**src/rtl/jm_pkg.sv**
```systemverilog
// Shared definitions for the kernel completion arbiter slice:
// the arbiter FSM state encoding and the completion counter width.
package jm_pkg;

    localparam int CMPL_COUNT_W = 32;

    typedef enum logic [1:0] {
        ST_IDLE = 2'd0,
        ST_LOAD = 2'd1,
        ST_PUSH = 2'd2
    } jm_state_e;

endpackage

```
**src/rtl/jm_rr_arbiter.sv**
```systemverilog
// Combinational round-robin picker. It starts searching just above
// lastGrant and wraps from KERNEL_NUM-1 back to 0. The search runs as two
// halves. The "high" half covers indices above lastGrant. The "low" half
// covers indices at or below lastGrant. Any hit in the high half wins.
module jm_rr_arbiter #(
    parameter int KERNEL_NUM = 2,
    parameter int KID_WIDTH  = 4
) (
    input  logic [KERNEL_NUM-1:0] req_i,
    input  logic [KID_WIDTH-1:0]  last_grant_i,
    output logic [KID_WIDTH-1:0]  grant_o,
    output logic                  valid_o
);

    logic                 hiFound;
    logic                 loFound;
    logic [KID_WIDTH-1:0] hiIdx;
    logic [KID_WIDTH-1:0] loIdx;

    // Scan downward so that the lowest requester in each half is the one left standing
    always_comb begin
        hiFound = 1'b0;
        loFound = 1'b0;
        hiIdx   = '0;
        loIdx   = '0;
        for (int j = KERNEL_NUM - 1; j >= 0; j--) begin
            if (req_i[j]) begin
                if (j > int'(last_grant_i)) begin
                    hiFound = 1'b1;
                    hiIdx   = KID_WIDTH'(j);
                end else begin
                    loFound = 1'b1;
                    loIdx   = KID_WIDTH'(j);
                end
            end
        end
        grant_o = hiFound ? hiIdx : loIdx;
        valid_o = hiFound | loFound;
    end

endmodule

```
**src/rtl/jm_cmpl_arbiter.sv**
```systemverilog
// Kernel completion arbiter. It picks one pending kernel completion
// round-robin and accepts it with a one-cycle pulse. It then captures that
// kernel's return word and pushes the word to the downstream writer when the
// writer is ready. Each completion takes IDLE -> LOAD -> PUSH.
module jm_cmpl_arbiter
    import jm_pkg::*;
#(
    parameter int KERNEL_NUM   = 2,
    parameter int RETURN_WIDTH = 41,
    parameter int KID_WIDTH    = 4
) (
    input  logic                             clk,
    input  logic                             resetn,
    input  logic [KERNEL_NUM-1:0]            complete_ready,
    input  logic [RETURN_WIDTH*KERNEL_NUM-1:0] complete_data,
    output logic [KERNEL_NUM-1:0]            complete_accept,
    input  logic                             complete_ready_i,
    output logic                             complete_push_o,
    output logic [RETURN_WIDTH-1:0]          return_data_o,
    output logic [KID_WIDTH-1:0]             cmpl_kid_o,
    output logic [CMPL_COUNT_W-1:0]          cmpl_count_o
);

    jm_state_e                 state_q,      state_d;
    logic [KID_WIDTH-1:0]      grant_q,      grant_d;
    logic [KID_WIDTH-1:0]      lastGrant_q,  lastGrant_d;
    logic [RETURN_WIDTH-1:0]   returnData_q, returnData_d;
    logic [KID_WIDTH-1:0]      kid_q,        kid_d;
    logic [CMPL_COUNT_W-1:0]   cmplCount_q,  cmplCount_d;

    logic [KID_WIDTH-1:0]      arbGrant;
    logic                      arbValid;

    jm_rr_arbiter #(
        .KERNEL_NUM (KERNEL_NUM),
        .KID_WIDTH  (KID_WIDTH)
    ) u_rr (
        .req_i        (complete_ready),
        .last_grant_i (lastGrant_q),
        .grant_o      (arbGrant),
        .valid_o      (arbValid)
    );

    // Next-state logic: IDLE latches the grant. LOAD captures the word and moves the priority pointer. PUSH waits for the writer.
    always_comb begin
        state_d      = state_q;
        grant_d      = grant_q;
        lastGrant_d  = lastGrant_q;
        returnData_d = returnData_q;
        kid_d        = kid_q;
        cmplCount_d  = cmplCount_q;
        unique case (state_q)
            ST_IDLE: begin
                if (arbValid) begin
                    grant_d = arbGrant;
                    state_d = ST_LOAD;
                end
            end
            ST_LOAD: begin
                for (int j = 0; j < KERNEL_NUM; j++) begin
                    if (grant_q == KID_WIDTH'(j)) begin
                        returnData_d = complete_data[j*RETURN_WIDTH +: RETURN_WIDTH];
                    end
                end
                kid_d       = grant_q;
                lastGrant_d = grant_q;
                state_d     = ST_PUSH;
            end
            ST_PUSH: begin
                if (complete_ready_i) begin
                    cmplCount_d = cmplCount_q + CMPL_COUNT_W'(1);
                    state_d     = ST_IDLE;
                end
            end
            default: state_d = ST_IDLE;
        endcase
    end

    // Strobes decode from the current state and are held off while reset is asserted, so a reset cycle never accepts or pushes
    always_comb begin
        complete_accept = '0;
        for (int j = 0; j < KERNEL_NUM; j++) begin
            complete_accept[j] = resetn && (state_q == ST_LOAD) && (grant_q == KID_WIDTH'(j));
        end
        complete_push_o = resetn && (state_q == ST_PUSH) && complete_ready_i;
    end

    // State registers with synchronous active-low reset; the priority pointer resets to the top so kernel 0 goes first
    always_ff @(posedge clk) begin
        if (!resetn) begin
            state_q      <= ST_IDLE;
            grant_q      <= '0;
            lastGrant_q  <= KID_WIDTH'(KERNEL_NUM - 1);
            returnData_q <= '0;
            kid_q        <= '0;
            cmplCount_q  <= '0;
        end else begin
            state_q      <= state_d;
            grant_q      <= grant_d;
            lastGrant_q  <= lastGrant_d;
            returnData_q <= returnData_d;
            kid_q        <= kid_d;
            cmplCount_q  <= cmplCount_d;
        end
    end

    assign return_data_o = returnData_q;
    assign cmpl_kid_o    = kid_q;
    assign cmpl_count_o  = cmplCount_q;

endmodule

```
**config.mk**
```make
export PLATFORM = sky130hd
export DESIGN_NAME = jm_cmpl_arbiter
export DESIGN_NICKNAME = d
export VERILOG_FILES = /design/src/rtl/jm_pkg.sv /design/src/rtl/jm_rr_arbiter.sv /design/src/rtl/jm_cmpl_arbiter.sv
export SDC_FILE = /design/constraint.sdc
export NUM_CORES = 1
export LEC_CHECK = 0
export ABC_AREA = 1
export CAP_MARGIN = 20
export CORE_UTILIZATION = 46
export DETAILED_ROUTE_END_ITERATION = 10
export GPL_ROUTABILITY_DRIVEN = 0
export GPL_TIMING_DRIVEN = 1
export PLACE_DENSITY = 0.87
export SYNTH_ARGS = -nofsm -noshare
export SYNTH_HDL_FRONTEND = slang
export SYNTH_SLANG_ARGS = --single-unit
export TNS_END_PERCENT = 30
```
**constraint.sdc**
```tcl
create_clock -name clk -period 2.4 [get_ports clk]
set_input_delay 0.48 -clock clk [delete_from_list [all_inputs] [get_ports clk]]
set_output_delay 0.48 -clock clk [all_outputs]
set_load 0.01 [all_outputs]
```
==> results.sh, run 1 <==
export IMPL_core_um2=7850
export IMPL_startpoint_type="input port"
export IMPL_postLayoutCellArea_um2=5670
export IMPL_grt_max_degree=66
export IMPL_vias=4429
export IMPL_fin_crit_ns=2.27
export IMPL_ys_flop_type="dfxtp_1"
export IMPL_use_met2=0.513
export IMPL_powerDensity_nw_per_um2=531
export IMPL_synth_yosys_seq_area_share=0.410
export IMPL_period_share=0.947
export IMPL_max_freq_ghz=0.440
export IMPL_cp_required_ns=1.92
export IMPL_use_met1=0.324
export IMPL_root_buffer="clkbuf_8"
export IMPL_post_cts_resized=0
export IMPL_syn_area_um2=3800
export IMPL_dieArea_um2=8640
export IMPL_yosysUniqueCellTypes=29
export IMPL_skew_ns=0.00831
export IMPL_vdd_drop_max_v=0.000364
export IMPL_gr_max_usage_layer="met2"
export IMPL_ys_ff_latch=78
export IMPL_nets=802
export IMPL_worstMarginPinSlew_ns=0.612
export IMPL_drt_vias_per_instance=5.40
export IMPL_status="complete, no violations"
export IMPL_clk_pin_slew_worst_paths_ns=0.08
export IMPL_nFillCells=625
export IMPL_drive_above_1_share=0.0655
export IMPL_grt_setup_unrepaired="false"
export IMPL_dr_pass1_iters=5
export IMPL_hold_buffers=0
export IMPL_initial_utilization=0.485
export IMPL_cts_tree="built"
export IMPL_drv_slew=0
export IMPL_crit_fanout=2
export IMPL_finalSetupTns_ns=0
export IMPL_grt_pass1_vias=4468
export IMPL_htree_levels=3
export IMPL_wl_um=12000
export IMPL_postRouteAntennaNets=0
export IMPL_grt_util_met3=0.0788
export IMPL_syn_inst=558
export IMPL_grt_pass1_wl_um=20200
export IMPL_die_w_um=92.9
export IMPL_rows=32
export IMPL_critPathKind="in2out"
export IMPL_cts_sinks=78
export IMPL_route_detailed_drc=0
export IMPL_antenna_found_initial=0
export IMPL_crit_arrival_ns=1.79
export IMPL_hold_path_class="reg2reg"
export IMPL_dp_hpwl_um=8750
export IMPL_synth_avg_cell_area_um2=6.82
export IMPL_io_buffers=163
export IMPL_synthArstFlopShare=0
export IMPL_boundaryPins=167
export IMPL_num_antenna_cells=0
export IMPL_areaGrowthSynthToFinish_pct=49.0
export IMPL_cap_violations=0
export IMPL_drt_iter0_markers=182
export IMPL_clkLatencyLatePin_ns=0.34
export IMPL_finish_utilization=0.722
export IMPL_clock_path_buffers=2
export IMPL_placed_area_um2=5490
export IMPL_overflow=0
export IMPL_synth_edf_count=0
export IMPL_hold_ws_ns=0.473
export IMPL_die_height_um=92.9
export IMPL_leakage_nw=2.22
export IMPL_grt_usage=0.292
export IMPL_setup_viol=0
export IMPL_worst_setup_path_end_kind="primary output"
export IMPL_post_drt_wl_per_cell_um=14.6
export IMPL_post_cts_buffers=0
export IMPL_relSlewSlack=0.592
export IMPL_ys_warn_count=0
export IMPL_cts_buffers=9
export IMPL_hold_viol_final=0
==> layout by cell type (no fill, tap or decap) <==
| cell type | netlist | layout |
|---|---|---|
| nand2_1 | 115 | 115 |
| dfxtp_1 | 78 | 78 |
| o21ai_1 | 2 | 2 |
| inv_1 | 43 | 43 |
| xnor2_1 | 1 | 1 |
| buf_2 | 2 | 1 |
| clkdlybuf4s50_1 | 0 | 162 |
| conb_1 | 1 | 3 |
| nor2_1 | 67 | 66 |
| a211oi_1 | 1 | 1 |
| clkinv_1 | 1 | 1 |
| nand2_2 | 2 | 2 |
| nand3_1 | 26 | 26 |
| clkinv_2 | 0 | 2 |
| nand3_2 | 5 | 5 |
| nor3b_2 | 1 | 1 |
| nand2_4 | 1 | 1 |
| clkbuf_8 | 0 | 9 |
| ha_1 | 1 | 1 |
| bufinv_16 | 0 | 1 |
| a31oi_1 | 2 | 2 |
| clkbuf_1 | 19 | 2 |
| clkinv_4 | 0 | 1 |
| nor2_2 | 5 | 6 |
| nand4_1 | 10 | 10 |
| a21oi_1 | 98 | 98 |
| nand3b_1 | 1 | 1 |
| nor3_1 | 4 | 4 |
| o21a_1 | 2 | 2 |
| nor2_4 | 5 | 5 |
| o21ai_0 | 53 | 53 |
| buf_12 | 0 | 1 |
| buf_4 | 3 | 8 |
| inv_2 | 4 | 4 |
==> through the flow <==
| step | total power [mW] | std cells | setup WS, ns |
|---|---|---|---|
| 2_1_floorplan | 1.72 | 560 | 0.728 |
| 3_3_place_gp | 2.06 | 804 | 0.142 |
| 3_5_place_dp | 2.09 | 805 | 0.149 |
| 4_1_cts | 3.02 | 820 | 0.145 |
| 5_1_grt | 3.14 | 820 | 0.0382 |
| 6_report | 3.01 | 820 | 0.126 |
==> power breakdown <==
group          leakage [nW]  internal [mW]  total [mW]  switching (mW)
logic                  1.49          0.337       0.643           0.306
registers             0.637           1.37        1.42          0.0455
clock network        0.0931          0.475       0.948           0.473
total                  2.22           2.19        3.01           0.824
==> flip-flops by register name, indices dropped and copies added (netlist names) <==
register       flops
cmpl_count_o      32
cmpl_kid_o         1
grant_q            1
lastGrant_q        1
return_data_o     41
state_q            2
==> logic make-up (layout without fill, tap and decap cells) <==
logic type	Yosys count	in the layout	share of synthesized area
fa+ha+maj	1	1	0.00329
flops	78	78	0.410
other cells	1	3	0.000986
compound gates	158	158	0.210
buf+inv	77	235	0.0894
simple gates	242	242	0.283
xor+xnor	1	1	0.00230
==> path summary, 6_finish.rpt <==
check / from / endpoint / slack [ns] / cells past startpoint
worst min register to register: cmpl_kid_o[0]$_SDFFE_PN0N_ / cmpl_kid_o[0]$_SDFFE_PN0N_ / 0.47 / 2
worst min-delay path: cmpl_kid_o[0]$_SDFFE_PN0N_ / cmpl_kid_o[0]$_SDFFE_PN0N_ / 0.47 / 2
worst max register to register: cmpl_count_o[0]$_SDFFE_PN0P_ / cmpl_count_o[28]$_SDFFE_PN0P_ / 0.72 / 8
worst max-delay path: complete_ready_i / complete_push_o / 0.13 / 4
==> critical path, stage by stage <==
cell and delay (ns):
clkdlybuf4s50_1 0.49, nand3_2 0.08, nor2_1 0.17, clkdlybuf4s50_1 0.57
==> area by class of cell <==
| cell class | instances | area (um^2) | share of cell area |
|---|---|---|---|
| repair buffers | 172 | 1710 | 0.301 |
| multi-input cells | 405 | 1910 | 0.337 |
| clock inverters | 4 | 48.8 | 0.00861 |
| inverters | 48 | 180 | 0.0318 |
| well taps | 102 | 128 | 0.0225 |
| flip-flops and latches | 78 | 1560 | 0.275 |
| clock buffers | 11 | 131 | 0.0232 |
==> routing by layer <==
layer | up-vias | part of all wire
met1 | 2028 | 0.38
met5 | - | 0
met2 | 219 | 0.50
li1 | 2152 | -
met3 | 30 | 0.087
met4 | 0 | 0.033
==> cell usage after synthesis (3+ instances only) <==
library cell    n  share of area
a21oi_1        98           0.13
buf_4           3         0.0059
buf_6           5          0.015
clkbuf_1       19          0.019
dfxtp_1        78           0.41
inv_1          43          0.042
inv_2           4         0.0039
nand2_1       115           0.11
nand3_1        26          0.034
nand3_2         5          0.013
nand4_1        10          0.016
nor2_1         67          0.066
nor2_2          5         0.0082
nor2_4          5          0.015
nor3_1          4         0.0053
o21ai_0        53          0.070
(Power assumes the default switching activity.)
==> run 2, diff against run 1 <==
Settings changed: GPL_TIMING_DRIVEN 1 to 0.
==> run 2 against run 1 <==
  * Combinational power increased by 4.4%
  * Power increased by 5.9%
  * Flip-flop and latch count unchanged
  * Clock power increased by 16%
  * Maximum frequency increased by 2.6%
  * Clock skew decreased by 0.0043 ns
  * Critical path depth increased by 1
  * Setup slack improved by 0.058 ns
  * Sequential power about the same
  * Sequential share of layout area decreased by 0.66 points
  * Global-route usage increased by 0.73 points
  * Largest power group unchanged
==> results.sh, run 2 (synthesized netlist as in run 1, its figures left out) <==
export IMPL_drt_vias_per_instance=5.37
export IMPL_drv_slew=0
export IMPL_holdPathStages=2
export IMPL_grt_usage=0.299
export IMPL_overflow=0
export IMPL_critPathKind="in2out"
export IMPL_root_buffer="clkbuf_8"
export IMPL_max_freq_ghz=0.451
export IMPL_areaGrowthSynthToFinish_pct=52.6
export IMPL_power_frac_comb=0.211
export IMPL_nets=822
export IMPL_die_w_um=92.9
export IMPL_htree_levels=3
export IMPL_boundaryPins=167
export IMPL_post_drt_wl_per_cell_um=15.0
export IMPL_grt_setup_unrepaired="false"
export IMPL_dr_pass1_iters=5
export IMPL_pwr_share_seq=0.445
export IMPL_io_buffers=163
export IMPL_hold_viol_final=0
export IMPL_core_um2=7850
export IMPL_crit_arrival_ns=1.74
export IMPL_p_sw_frac=0.268
export IMPL_seq_area_um2=1560
export IMPL_period_share=0.923
export IMPL_worstMarginPinSlew_ns=0.550
export IMPL_rows=32
export IMPL_drt_iter0_markers=206
export IMPL_status="complete, no violations"
export IMPL_fin_crit_ns=2.22
export IMPL_hold_end="lastGrant_q[0]$_SDFFE_PN1N_"
export IMPL_r2r_start="cmpl_count_o[1]$_SDFFE_PN0P_"
export IMPL_relSlewSlack=0.633
export IMPL_min_from="lastGrant_q[0]$_SDFFE_PN1N_"
export IMPL_drive_above_1_share=0.0704
export IMPL_clock_path_buffers=2
export IMPL_power_share_clock=0.345
export IMPL_setup_viol=0
export IMPL_crit_fanout=10
export IMPL_route_detailed_drc=0
export IMPL_reg2reg_to="cmpl_count_o[28]$_SDFFE_PN0P_"
export IMPL_num_antenna_cells=0
export IMPL_leakage_nw=2.28
export IMPL_grt_max_degree=14
export IMPL_skew_ns=0.00402
export IMPL_stdcell_count=841
export IMPL_cp_required_ns=1.92
export IMPL_dp_hpwl_um=9530
export IMPL_post_cts_buffers=0
export IMPL_grt_pass1_wl_um=20400
export IMPL_reg2reg_depth=8
export IMPL_post_cts_resized=9
export IMPL_vias=4518
export IMPL_nFillCells=627
export IMPL_startpoint_type="input port"
export IMPL_worst_setup_path_end_kind="primary output"
export IMPL_initial_utilization=0.485
export IMPL_power_total_mw=3.19
export IMPL_r2r_slack_ns=0.77
export IMPL_final_cell_mix="clkdlybuf4s50_1, nand2_1, a21oi_1"
export IMPL_cap_violations=0
export IMPL_finish_utilization=0.740
export IMPL_cts_buffers=9
export IMPL_p_switching_uw=856
export IMPL_wl_um=12600
export IMPL_vdd_drop_max_v=0.000367
export IMPL_final_common_cell="clkdlybuf4s50_1"
export IMPL_multi_input_area_um2=1920
export IMPL_hold_buffers=0
export IMPL_dieArea_um2=8640
export IMPL_largest_reg_flops=41
export IMPL_cts_sinks=78
export IMPL_powerDensity_nw_per_um2=549
export IMPL_grt_pass1_vias=4453
export IMPL_antenna_found_initial=0
export IMPL_clk_pin_slew_worst_paths_ns=0.08
export IMPL_die_height_um=92.9
export IMPL_dp_cells=825
export IMPL_cts_tree="built"
export IMPL_clkLatencyLatePin_ns=0.35
export IMPL_p_int_mw=2.33
export IMPL_hold_path_class="reg2reg"
export IMPL_postRouteAntennaNets=0
-- run 2: cell types whose count changed in the layout (fill, tap and decap cells not counted), moves of 2 or more --
cell / previous run / this run
clkbuf_1: 2 / 18
buf_4: 8 / 3
buf_6: 0 / 5
dlygate4sd2_1: 0 / 3
clkbuf_8: 9 / 11
clkdlybuf4s50_1: 162 / 160
clkinvlp_4: 0 / 2
-- run 2: worst max-delay path by stage --
stage / start / to / slack (ns) / cells past startpoint
2_1_floorplan: state_q[0]$_SDFFE_PN0P_ / complete_accept[0] / 0.73 / 5
3_3_place_gp: resetn / complete_accept[1] / -0.41 / 5
3_5_place_dp: resetn / complete_accept[1] / -0.42 / 5
4_1_cts: resetn / complete_accept[1] / 0.17 / 5
5_1_grt: resetn / complete_accept[1] / 0.10 / 5
6_report: resetn / complete_accept[1] / 0.18 / 5
-- run 2: metrics by stage --
step,setup WS (ns),TNS (ns),hold slack (ns),instance area (um^2)
after floorplan,0.728,0,0.429,3810
after global placement,-0.410,-0.749,0.440,5570
after detailed placement,-0.421,-0.840,0.460,5570
after CTS,0.173,0,0.480,5810
after global routing,0.101,0,0.520,5810
final,0.184,0,0.477,5810
-- run 2: cell type report --
cell class              instances  area share
plain buffers                  29      0.0293
clock buffers                  10      0.0237
clock inverters                 6      0.0146
inverters                      48      0.0310
multi-input cells             405       0.330
flip-flops and latches         78       0.269
well taps                     102      0.0220
repair buffers                163       0.280
-- run 2: power groups by stage --
stage | Combinational [mW] | Clock (mW) | Sequential, mW
CTS | 0.669 | 1.10 | 1.42
detailed placement | 0.660 | 0 | 1.45
finish | 0.671 | 1.10 | 1.42
floorplan | 0.248 | 0 | 1.48
global placement | 0.644 | 0 | 1.44
global route | 0.728 | 1.16 | 1.43
-- run 2: per-layer routing --
layer,vias to the layer above,GRT usage,share of wire,wire length (um)
met5,-,0,0,0
met4,0,0.187,0.042,524
met3,43,0.0649,0.091,1150
met2,242,0.506,0.48,6020
met1,2047,0.342,0.39,4900
li1,2186,-,-,-
-- run 2: worst max-delay path, cell delays in order --
cell,delay (ns)
clkdlybuf4s50_1,0.51
inv_2,0.11
clkbuf_8,0.19
nor2_1,0.16
dlygate4sd2_1,0.29
